### config.mk
export PLATFORM = sky130hd
export DESIGN_NAME = key_evt_sched_flat
export DESIGN_NICKNAME = d
export VERILOG_FILES = /design/src/rtl/key_evt_if.sv /design/src/rtl/key_evt_sched.sv /design/src/flat_wrapper.sv
export SDC_FILE = /design/constraint.sdc
export NUM_CORES = 1
export LEC_CHECK = 0
export ABC_AREA = 1
export CAP_MARGIN = 20
export CORE_ASPECT_RATIO = 0.6
export CORE_UTILIZATION = 59
export DETAILED_ROUTE_END_ITERATION = 6
export GPL_ROUTABILITY_DRIVEN = 0
export PLACE_DENSITY = 0.76
export SYNTH_ARGS = -nofsm -noshare
export SYNTH_HDL_FRONTEND = slang
export SYNTH_SLANG_ARGS = --single-unit
### constraint.sdc
create_clock -name clk -period 2.6 [get_ports clk]
set_input_delay 0.65 -clock clk [delete_from_list [all_inputs] [get_ports clk]]
set_output_delay 0.65 -clock clk [all_outputs]
set_load 0.02 [all_outputs]
### src/rtl/key_evt_if.sv
// Key event / LED bundle between the key filters,
// the event scheduler and the LED pins.
interface key_evt_if;
  logic       key_flag0;
  logic       key_state0;
  logic       key_flag1;
  logic       key_state1;
  logic [3:0] led;
  logic [1:0] mode;
  logic [1:0] speed;
  logic       evt_drop;

  modport master (
    output key_flag0, key_state0,
    output key_flag1, key_state1,
    input  led, mode, speed, evt_drop
  );

  modport slave (
    input  key_flag0, key_state0,
    input  key_flag1, key_state1,
    output led, mode, speed, evt_drop
  );
endinterface

### src/rtl/key_evt_sched.sv
// Key event scheduler: latches presses, arbitrates
// them round-robin and drives the LED pattern engine.
module key_evt_sched #(
  parameter int TICK_BASE = 12_500_000,
  parameter int CNT_W     = 24
) (
  input logic      clk,
  input logic      rst,
  key_evt_if.slave bus
);

  typedef enum logic {
    S_RUN   = 1'b0,
    S_APPLY = 1'b1
  } state_t;

  localparam logic [CNT_W-1:0] BASE =
    CNT_W'(TICK_BASE);

  state_t           state;
  logic [1:0]       pend;
  logic             rr;
  logic             gsel;
  logic [CNT_W-1:0] tick_cnt;
  logic [3:0]       led_q;
  logic [1:0]       mode_q;
  logic [1:0]       speed_q;
  logic             drop_q;

  logic [1:0]       press;
  logic [1:0]       gmask;
  logic [1:0]       drop;
  logic [1:0]       pend_n;
  logic             grant;
  logic             gkey;
  logic             tick;
  logic [CNT_W-1:0] period;
  logic [CNT_W-1:0] last;

  function automatic logic [3:0] entry_pat(
    input logic [1:0] m
  );
    logic [3:0] p;
    p = 4'b0000;
    unique case (m)
      2'd1:    p = 4'b0001;
      2'd2:    p = 4'b1111;
      default: p = 4'b0000;
    endcase
    return p;
  endfunction

  function automatic logic [3:0] next_pat(
    input logic [1:0] m,
    input logic [3:0] l
  );
    logic [3:0] p;
    p = l;
    unique case (m)
      2'd0: p = 4'b0000;
      2'd1: p = {l[2:0], l[3]};
      2'd2: p = ~l;
      2'd3: p = l + 4'd1;
    endcase
    return p;
  endfunction

  // Press decode, arbitration, overflow and tick detect
  always_comb begin
    press = {bus.key_flag1 & ~bus.key_state1,
             bus.key_flag0 & ~bus.key_state0};
    grant = (state == S_RUN) && (pend != 2'b00);
    gkey  = (pend == 2'b11) ? rr : pend[1];
    gmask = 2'b00;
    if (grant)
      gmask = gkey ? 2'b10 : 2'b01;
    drop   = press & pend & ~gmask;
    pend_n = (pend & ~gmask) | press;
    period = BASE >> speed_q;
    last   = period - CNT_W'(1);
    tick   = (state == S_RUN) && (tick_cnt == last);
  end

  // Sequencer FSM with timer, pattern engine and outputs
  always_ff @(posedge clk) begin
    if (rst) begin
      state    <= S_RUN;
      pend     <= 2'b00;
      rr       <= 1'b0;
      gsel     <= 1'b0;
      tick_cnt <= '0;
      led_q    <= 4'b0000;
      mode_q   <= 2'd0;
      speed_q  <= 2'd0;
      drop_q   <= 1'b0;
    end else begin
      pend   <= pend_n;
      drop_q <= |drop;
      unique case (state)
        S_RUN: begin
          if (tick) begin
            tick_cnt <= '0;
            led_q    <= next_pat(mode_q, led_q);
          end else begin
            tick_cnt <= tick_cnt + CNT_W'(1);
          end
          if (grant) begin
            gsel  <= gkey;
            state <= S_APPLY;
            if (pend == 2'b11)
              rr <= ~rr;
          end
        end
        S_APPLY: begin
          tick_cnt <= '0;
          if (!gsel) begin
            mode_q <= mode_q + 2'd1;
            led_q  <= entry_pat(mode_q + 2'd1);
          end else begin
            speed_q <= speed_q + 2'd1;
          end
          state <= S_RUN;
        end
      endcase
    end
  end

  assign bus.led      = led_q;
  assign bus.mode     = mode_q;
  assign bus.speed    = speed_q;
  assign bus.evt_drop = drop_q;

endmodule

### src/flat_wrapper.sv
// flat-port wrapper written by rule: the top's interface ports become plain ports
module key_evt_sched_flat 
#(
  parameter int TICK_BASE = 12_500_000,
  parameter int CNT_W     = 24
)
  (clk, rst, bus_key_flag0, bus_key_state0, bus_key_flag1, bus_key_state1, bus_led, bus_mode, bus_speed, bus_evt_drop);
  key_evt_if bus_i ();
  input logic clk;
  input logic rst;
  input wire logic [$bits(bus_i.key_flag0)-1:0] bus_key_flag0;
  input wire logic [$bits(bus_i.key_state0)-1:0] bus_key_state0;
  input wire logic [$bits(bus_i.key_flag1)-1:0] bus_key_flag1;
  input wire logic [$bits(bus_i.key_state1)-1:0] bus_key_state1;
  output wire logic [$bits(bus_i.led)-1:0] bus_led;
  output wire logic [$bits(bus_i.mode)-1:0] bus_mode;
  output wire logic [$bits(bus_i.speed)-1:0] bus_speed;
  output wire logic [$bits(bus_i.evt_drop)-1:0] bus_evt_drop;
  assign bus_i.key_flag0 = bus_key_flag0;
  assign bus_i.key_state0 = bus_key_state0;
  assign bus_i.key_flag1 = bus_key_flag1;
  assign bus_i.key_state1 = bus_key_state1;
  assign bus_led = bus_i.led;
  assign bus_mode = bus_i.mode;
  assign bus_speed = bus_i.speed;
  assign bus_evt_drop = bus_i.evt_drop;
  key_evt_sched #(.TICK_BASE(TICK_BASE), .CNT_W(CNT_W)) u_core (.clk(clk), .rst(rst), .bus(bus_i));
endmodule
* Yosys cells after proc, flatten, opt, wreduce, memory -nomap -nowiden *
Cells that the tools add are included.

storage, ports and cells
  flip-flop bits (word level) = 38
  output and inout bits = 9

operators by class
  add/subtract/negate cells = 5
  eq/ne operators = 9
  shift operators = 1
  muxes and demuxes = 12
  bitwise operators = 13
  reduce and logical (&&, ||, !) cells = 10

operator list
  operator                                                                 number
  24-bit case mux with 2 select lines                                      1
  24-bit by 1-bit adder with 24-bit output, second input constant          1
  24-bit equality test                                                     1
  24-bit two-way mux                                                       1
  24-bit by 2-bit >> shifter with 24-bit output, first input constant      1
  24-bit by 1-bit subtractor with 24-bit output, second input constant     1
  4-bit case mux with 2 select lines                                       2
  4-bit case mux with 4 select lines                                       1
  2-bit equality test, second input constant                               4
  4-bit two-way mux                                                        2
  2-bit AND reduction                                                      4
  2-bit bitwise AND                                                        3
  1-bit inverter                                                           5
  2-bit by 1-bit adder with 2-bit output, second input constant            2
  4-bit by 1-bit adder with 4-bit output, second input constant            1
  2-bit by 1-bit equality test with 1-bit output, second input constant    2
  2-bit two-way mux                                                        2
  4-bit inverter                                                           1
  3-bit AND reduction                                                      1
  1-bit bitwise AND                                                        2
  1-bit logical AND                                                        2
  2-bit zero test                                                          1
  1-bit two-way mux                                                        2
  2-bit by 1-bit inequality test with 1-bit output, second input constant  1
  other kinds (6)                                                          6

* Logic depth before layout (Yosys ltp) *
Gate-level depths: netlist of run 1.

  word-level depth = 7
  gate-level depth with buffers = 14
  gate-level depth less buffers = 14

* Worst setup path after synthesis of run 1 *
Ideal clock, no wire load.

  kind = register to register
  from = reg u_core.speed_q[0], in the netlist u_core.bus.speed[0]
  to = reg u_core.tick_cnt[9]
  setup time = 0.116 ns
  arrival time = 1.928 ns
  path slack = 0.556 ns
  stages on the path, launching flop included = 14
  buffers on the path = 1
  clock period less this slack = 2.044 ns
  cells stage by stage = dfxtp_1 > inv_1 > ha_1 > nor2_2 > inv_1 > nor2_2 > nand2_1 > nand2_1 > nand2_1 > nor2_1 > nand2_2 > nand3_4 > buf_4 > nor2_1

between the ends
  word-level cells in the longest chain between the ends = 6

RTL lines
  item                                           RTL line              text
  from (decl)                                    key_evt_sched.sv:27   logic [1:0] speed_q;
  from (signal assigned)                         key_evt_sched.sv:120  speed_q <= speed_q + 2'd1;
  24-bit by 2-bit >> shifter with 24-bit output  key_evt_sched.sv:79   period = BASE >> speed_q;
  24-bit by 1-bit subtractor with 24-bit output  key_evt_sched.sv:80   last = period - CNT_W'(1);
  24-bit equality test                           key_evt_sched.sv:81   tick = (state == S_RUN) && (tick_cnt == last);
  1-bit logical AND                              key_evt_sched.sv:81
  24-bit two-way mux                             key_evt_sched.sv:101  if (tick) begin
  24-bit case mux with 2 select lines            key_evt_sched.sv:99   unique case (state)
  to (signal assigned)                           key_evt_sched.sv:105  tick_cnt <= tick_cnt + CNT_W'(1);
  to (decl)                                      key_evt_sched.sv:24   logic [CNT_W-1:0] tick_cnt;

No other way between the ends.
A chain may end at the register's enable or synchronous reset.

* Worst setup path in the final report of run 1 *
  from = reg u_core.speed_q[1], in the netlist u_core.bus.speed[1]
  to = reg u_core.tick_cnt[23]

Same word-level chain as after synthesis.

==> flow_metrics.env, run 1 <==
export IMPL_crit_fanout=24
export IMPL_rows=17
export IMPL_placedCellCount=405
export IMPL_combinationalPowerShare_pct=10.8
export IMPL_crit_family="simple AND/OR/NAND/NOR gates"
export IMPL_regArea_um2=761
export IMPL_fp_dieW_um=83.4
export IMPL_coreArea_um2=3740
export IMPL_final_setup_viol_count=0
export IMPL_cts_root_buf="clkbuf_8"
export IMPL_endpoint_kind="flop"
export IMPL_yosys_warnings=0
export IMPL_antenna_found_initial=0
export IMPL_firstDrtPassIters=6
export IMPL_syn_area_per_cell_um2=6.74
export IMPL_hpwl_um=3880
export IMPL_syn_area_um2=2350
export IMPL_fin_setup_tns_ps=0
export IMPL_p_total_mw=1.23
export IMPL_grt_met2_usage_pct=36.3
export IMPL_maxSlewHeadroom_pct=74.7
export IMPL_worstHoldStart="u_core.tick_cnt[0]"
export IMPL_ys_ff_latch=38
export IMPL_intPower_mw=0.921
export IMPL_grt_pass1_wl_um=8780
export IMPL_worst_path_stages=11
export IMPL_r2r_start="u_core.bus.speed[1]"
export IMPL_drv_cap=0
export IMPL_critPathLaunchType="flop"
export IMPL_post_cts_resize_count=0
export IMPL_fin_skew_ps=3.95
export IMPL_worstPathCellList="inv_1, ha_1, nor2_2, inv_1, nor2_2, nand3_1, nand2_1, nor2_1, nand2_2, nand3_4, nor3b_1"
export IMPL_finalMaxSlewViolations=0
export IMPL_totalWireLength_um=5060
export IMPL_ir_drop_v=0.000421
export IMPL_use_met1_pct=40.7
export IMPL_fin_cells=413
export IMPL_start_util_pct=62.7
export IMPL_clkSinkCount=38
export IMPL_cp_endpoint="u_core.tick_cnt[23]"
export IMPL_grt_usage_pct=26.3
export IMPL_layout_drive_gt1_share_pct=5.74
export IMPL_min_period_ps=2290
export IMPL_ant_nets=0
export IMPL_seqPwrFrac_pct=50.5
export IMPL_setup_ws_ps=312
export IMPL_crit_path_start="u_core.bus.speed[1]"
export IMPL_cts_buffers=5
export IMPL_preCtsSetupSlack_ps=343
export IMPL_wl_per_cell_um=12.2
export IMPL_cp_slowest_cell="dfxtp_1"
export IMPL_cpPeakStageDelay_ps=500
export IMPL_boundaryPins=15
export IMPL_final_util_pct=70.2
export IMPL_path_class="reg2reg"
export IMPL_holdCritPathClass="reg2reg"
export IMPL_rsz0062_at_grt="no"
export IMPL_use_met3_pct=6.14
export IMPL_path_clk_slew_ps=70
export IMPL_finalCritPeriodShare_pct=88.0
export IMPL_clock_path_buffers=2
export IMPL_cts_max_level=2
export IMPL_diodes=0
export IMPL_grt_max_degree=25
export IMPL_multi_input_area_um2=1380
export IMPL_yosysTopAreaCell="dfxtp_1"
export IMPL_status="finished clean"
export IMPL_nFillCells=327
export IMPL_routed_via_density=5.15
export IMPL_top_usage_layer="met1"
export IMPL_cts_tree="built"
export IMPL_hold_viol=0
export IMPL_path_buf_inv=2
export IMPL_drtIter0Drc=157
export IMPL_clock_fmax_ghz=0.437
export IMPL_p_per_area_nw_per_um2=466
export IMPL_tightest_slew_ps=376
export IMPL_cts_post_setup_buffers_inserted=0
export IMPL_async_flop_share_pct=0
export IMPL_p_leak_nw=1.05
export IMPL_required_ps=2800
export IMPL_synthToLayoutAreaGrowth_pct=11.9
export IMPL_ys_seq_area_share_pct=32.4
export IMPL_place_area_um2=2520
export IMPL_hold_ws_ps=454
export IMPL_r2r_cells=11
export IMPL_drc=0
export IMPL_nNetsFinal=386
export IMPL_synth_area_top_cells="dfxtp_1, nand2_1, nor2_1"
export IMPL_dieArea_um2=4240
export IMPL_yosys_most_used_dff="dfxtp_1"
export IMPL_num_vias=2128
export IMPL_synth_top_area_share_pct=32.4
export IMPL_syn_nets=369
export IMPL_io_buffers=14
export IMPL_p_switching_mw=0.304
export IMPL_switching_share_pct=24.8
export IMPL_yosysUniqueCellTypes=30
export IMPL_holdBufCountCts=0
export IMPL_grt_overflow=0
export IMPL_fp_dieH_um=50.8
export IMPL_r2r_end="u_core.tick_cnt[23]"
export IMPL_syn_inst=348
export IMPL_arrival_ps=2490
export IMPL_final_area_um2=2630
export IMPL_clock_latency_ps=280
export IMPL_first_global_vias=1873
export IMPL_synth_edf_count=0
export IMPL_r2r_setup_slack_ps=310
export IMPL_clockPowerShare_pct=38.7
==> area by class of cell <==
class	instances	share of cell area, %
inverters	48	6.86
clock buffers	8	4.19
flip-flops and latches	38	29.0
multi-input cells	258	52.4
well taps	47	2.24
repair buffers	14	5.34
==> cell usage after synthesis (2+ instances only) <==
master,instances
xor2_1,15
ha_1,15
nand2_2,3
nor3b_1,2
nor2_2,3
buf_2,2
a21oi_1,20
dfxtp_1,38
xnor2_1,5
nor3_1,6
nand4_1,5
inv_1,47
nor3_2,2
nor2_1,56
nand3_1,20
nand2_1,87
o21ai_0,9
==> cell families (layout without fill, tap and decap cells) <==
logic type,Yosys count,in the layout,synth area share (%)
and+or+nand+nor,190,190,35.8
adders and majority gates,15,15,8.00
buffers and inverters,52,70,8.91
AOI/OAI and AO/OA,33,33,7.41
DFF,38,38,32.4
xor gates and xnor gates,20,20,7.47
==> worst min path at each step <==
stage                          to  cells after the start
6_report       u_core.tick_cnt[0]                      1
4_1_cts        u_core.tick_cnt[0]                      1
2_1_floorplan  u_core.tick_cnt[0]                      1
3_5_place_dp   u_core.tick_cnt[0]                      1
5_1_grt        u_core.tick_cnt[0]                      1
3_3_place_gp   u_core.tick_cnt[0]                      1
==> layout by cell type, fill, tap and decap left out <==
cell type	synthesis	layout
a21oi_1	20	20
o21ai_0	9	9
nand3_2	1	1
inv_2	1	1
nand2_2	3	3
nor3b_1	2	2
o21a_1	1	1
nor4_1	1	1
o22ai_1	1	1
ha_1	15	15
nand3_1	20	20
nand4_4	1	1
nor2_1	56	56
nand3b_1	1	1
o211ai_1	1	1
nor2_2	3	3
a22oi_1	1	1
clkdlybuf4s50_1	0	14
nor3_2	2	2
clkbuf_8	0	8
xor2_1	15	15
nand4_1	5	5
nand3_4	1	1
dfxtp_1	38	38
nor3_1	6	6
xnor2_1	5	5
nand2_1	87	87
inv_1	47	47
or2_2	1	1
==> flip-flops by register name (all words and copies together) (netlist names) <==
signal               flops
u_core.tick_cnt         24
u_core.bus.led           4
u_core.bus.mode          2
u_core.bus.speed         2
u_core.pend              2
u_core.bus.evt_drop      1
u_core.gsel              1
u_core.rr                1
u_core.state             1
==> power by group through the flow <==
stage,clock [mW],combinational (mW),sequential (mW)
floorplan,0,0.0847,0.638
global placement,0,0.129,0.632
detailed placement,0,0.131,0.632
CTS,0.485,0.132,0.619
global route,0.508,0.153,0.622
finish,0.474,0.132,0.619
==> per-layer routing <==
metal	up-vias	share of wire [%]	routed length, um
li1	1116	-	-
met1	933	54	2730
met2	75	38	1920
met3	4	7.7	390
met4	0	0.40	20
met5	-	0	0
Power figures use the tool's default switching activity.
==> inputs of run 2 (changes only) <==
--- a/config.mk
+++ b/config.mk
@@ -12,6 +12,7 @@
 export DETAILED_ROUTE_END_ITERATION = 6
 export GPL_ROUTABILITY_DRIVEN = 0
 export PLACE_DENSITY = 0.76
+export SKIP_CTS_REPAIR_TIMING = 1
 export SYNTH_ARGS = -nofsm -noshare
 export SYNTH_HDL_FRONTEND = slang
 export SYNTH_SLANG_ARGS = --single-unit
==> results of run 2 <==
No change in the layout: final DEF, timing and power equal those of run 1.
==> inputs of run 3 (changes only) <==
--- a/config.mk
+++ b/config.mk
@@ -8,10 +8,10 @@
 export ABC_AREA = 1
 export CAP_MARGIN = 20
 export CORE_ASPECT_RATIO = 0.6
-export CORE_UTILIZATION = 59
+export CORE_UTILIZATION = 58
 export DETAILED_ROUTE_END_ITERATION = 6
 export GPL_ROUTABILITY_DRIVEN = 0
-export PLACE_DENSITY = 0.76
+export PLACE_DENSITY = 0.75
 export SKIP_CTS_REPAIR_TIMING = 1
 export SYNTH_ARGS = -nofsm -noshare
 export SYNTH_HDL_FRONTEND = slang
==> run 3 against run 2 <==
The flow now finishes with violations (DRC); clock power increased by 31%; total power increased by 12%; sequential share of layout area decreased by 0.38 points; sequential power about the same; largest cell class unchanged; highest routed layer unchanged.
==> flow_metrics.env, run 3 (synthesis gave the netlist of run 1 again) <==
export IMPL_layout_common_cells="nand2_1, nor2_1, inv_1, dfxtp_1"
export IMPL_clock_path_buffers=2
export IMPL_fp_dieH_um=51.3
export IMPL_cts_root_buf="clkbuf_8"
export IMPL_setup_ws_ps=402
export IMPL_coreArea_um2=3760
export IMPL_first_global_vias=1875
export IMPL_place_area_um2=2520
export IMPL_wl_per_cell_um=12.7
export IMPL_crit_fanout=24
export IMPL_p_total_mw=1.38
export IMPL_regArea_um2=761
export IMPL_min_period_ps=2200
export IMPL_grt_overflow=0
export IMPL_synthToLayoutAreaGrowth_pct=13.4
export IMPL_drtIter0Drc=179
export IMPL_dieArea_um2=4310
export IMPL_nNetsFinal=387
export IMPL_placedCellCount=406
export IMPL_fin_setup_tns_ps=0
export IMPL_boundaryPins=15
export IMPL_diodes=0
export IMPL_final_area_um2=2660
export IMPL_routed_via_density=5.33
export IMPL_holdCritPathClass="reg2reg"
export IMPL_start_util_pct=62.3
export IMPL_multi_input_area_um2=1380
export IMPL_antenna_found_initial=0
export IMPL_hold_viol=0
export IMPL_violations="DRC"
export IMPL_arrival_ps=2430
export IMPL_path_class="reg2reg"
export IMPL_final_setup_viol_count=0
export IMPL_grt_max_degree=25
export IMPL_combinationalPowerShare_pct=9.8
export IMPL_rsz0062_at_grt="no"
export IMPL_grt_usage_pct=26.0
export IMPL_status="finished with violations"
export IMPL_io_buffers=14
export IMPL_cts_buffers=5
export IMPL_clock_latency_ps=300
export IMPL_final_util_pct=70.7
export IMPL_finalMaxSlewViolations=0
export IMPL_clockPowerShare_pct=45.2
export IMPL_hpwl_um=3840
export IMPL_switching_share_pct=24.5
export IMPL_critPathLaunchType="flop"
export IMPL_drv_cap=0
export IMPL_clock_fmax_ghz=0.455
export IMPL_tightest_slew_ps=350
export IMPL_preCtsSetupSlack_ps=436
export IMPL_num_vias=2207
export IMPL_p_switching_mw=0.337
export IMPL_path_clk_slew_ps=90
export IMPL_ant_nets=0
export IMPL_cts_max_level=2
export IMPL_seqPwrFrac_pct=45.0
export IMPL_largest_reg_flops=24
export IMPL_grt_pass1_wl_um=8670
export IMPL_required_ps=2830
export IMPL_intPower_mw=1.04
export IMPL_layout_drive_gt1_share_pct=5.99
export IMPL_rows=17
export IMPL_drc=2
export IMPL_firstDrtPassIters=7
export IMPL_fin_cells=414
export IMPL_finalCritPeriodShare_pct=84.5
export IMPL_p_leak_nw=1.06
export IMPL_top_register="u_core.tick_cnt"
export IMPL_clkSinkCount=38
export IMPL_ir_drop_v=0.000361
export IMPL_hold_ws_ps=458
export IMPL_final_common_cell="nand2_1"
export IMPL_totalWireLength_um=5240
export IMPL_cts_tree="built"
export IMPL_p_per_area_nw_per_um2=517
export IMPL_maxSlewHeadroom_pct=76.6
export IMPL_nFillCells=336
export IMPL_endpoint_kind="flop"
export IMPL_fin_skew_ps=8.45
export IMPL_fp_dieW_um=84.1
run 3: cell type report:
| cell class | count | share of cell area [%] |
|---|---|---|
| Multi-Input combinational cell | 258 | 51.7 |
| Sequential cell | 38 | 28.6 |
| Inverter | 48 | 6.77 |
| Timing Repair Buffer | 15 | 5.55 |
| Clock buffer | 5 | 2.59 |
| Clock inverter | 3 | 2.59 |
| Tap cell | 47 | 2.21 |
run 3: critical path, cell delays in order, from the launching register on:
cell and delay, ps:
dfxtp_1 460, inv_1 200, ha_1 300, nor2_2 200, inv_1 70, nor2_2 100
nand3_1 80, nand2_1 70, nor2_1 50, nand2_2 90, nand3_4 250, nor3b_1 260
run 3: worst paths after layout:
path                            slack, ps                   to           startpoint  cells past startpoint
worst max register to register        400  u_core.tick_cnt[23]  u_core.bus.speed[0]                     11
worst min register to register        460   u_core.tick_cnt[0]   u_core.tick_cnt[0]                      1
worst min-delay path                  460   u_core.tick_cnt[0]   u_core.tick_cnt[0]                      1
worst max-delay path                  400  u_core.tick_cnt[23]  u_core.bus.speed[0]                     11
run 3: layer usage:
layer  up-vias  global-route usage [%]  wire (um)  share of wire, %
li1       1122                       -          -                 -
met1       991                    40.1       2750                52
met2        85                    35.4       2000                38
met3         9                    5.49        435               8.3
met4         0                    7.47         55               1.0
met5         -                       0          0                 0
run 3: power groups by stage:
| stage | clock network (mW) | registers [mW] | logic (mW) |
|---|---|---|---|
| after floorplan | 0 | 0.638 | 0.0847 |
| after global placement | 0 | 0.632 | 0.131 |
| after detailed placement | 0 | 0.632 | 0.133 |
| after CTS | 0.622 | 0.619 | 0.135 |
| after global routing | 0.646 | 0.622 | 0.153 |
| final | 0.622 | 0.619 | 0.135 |
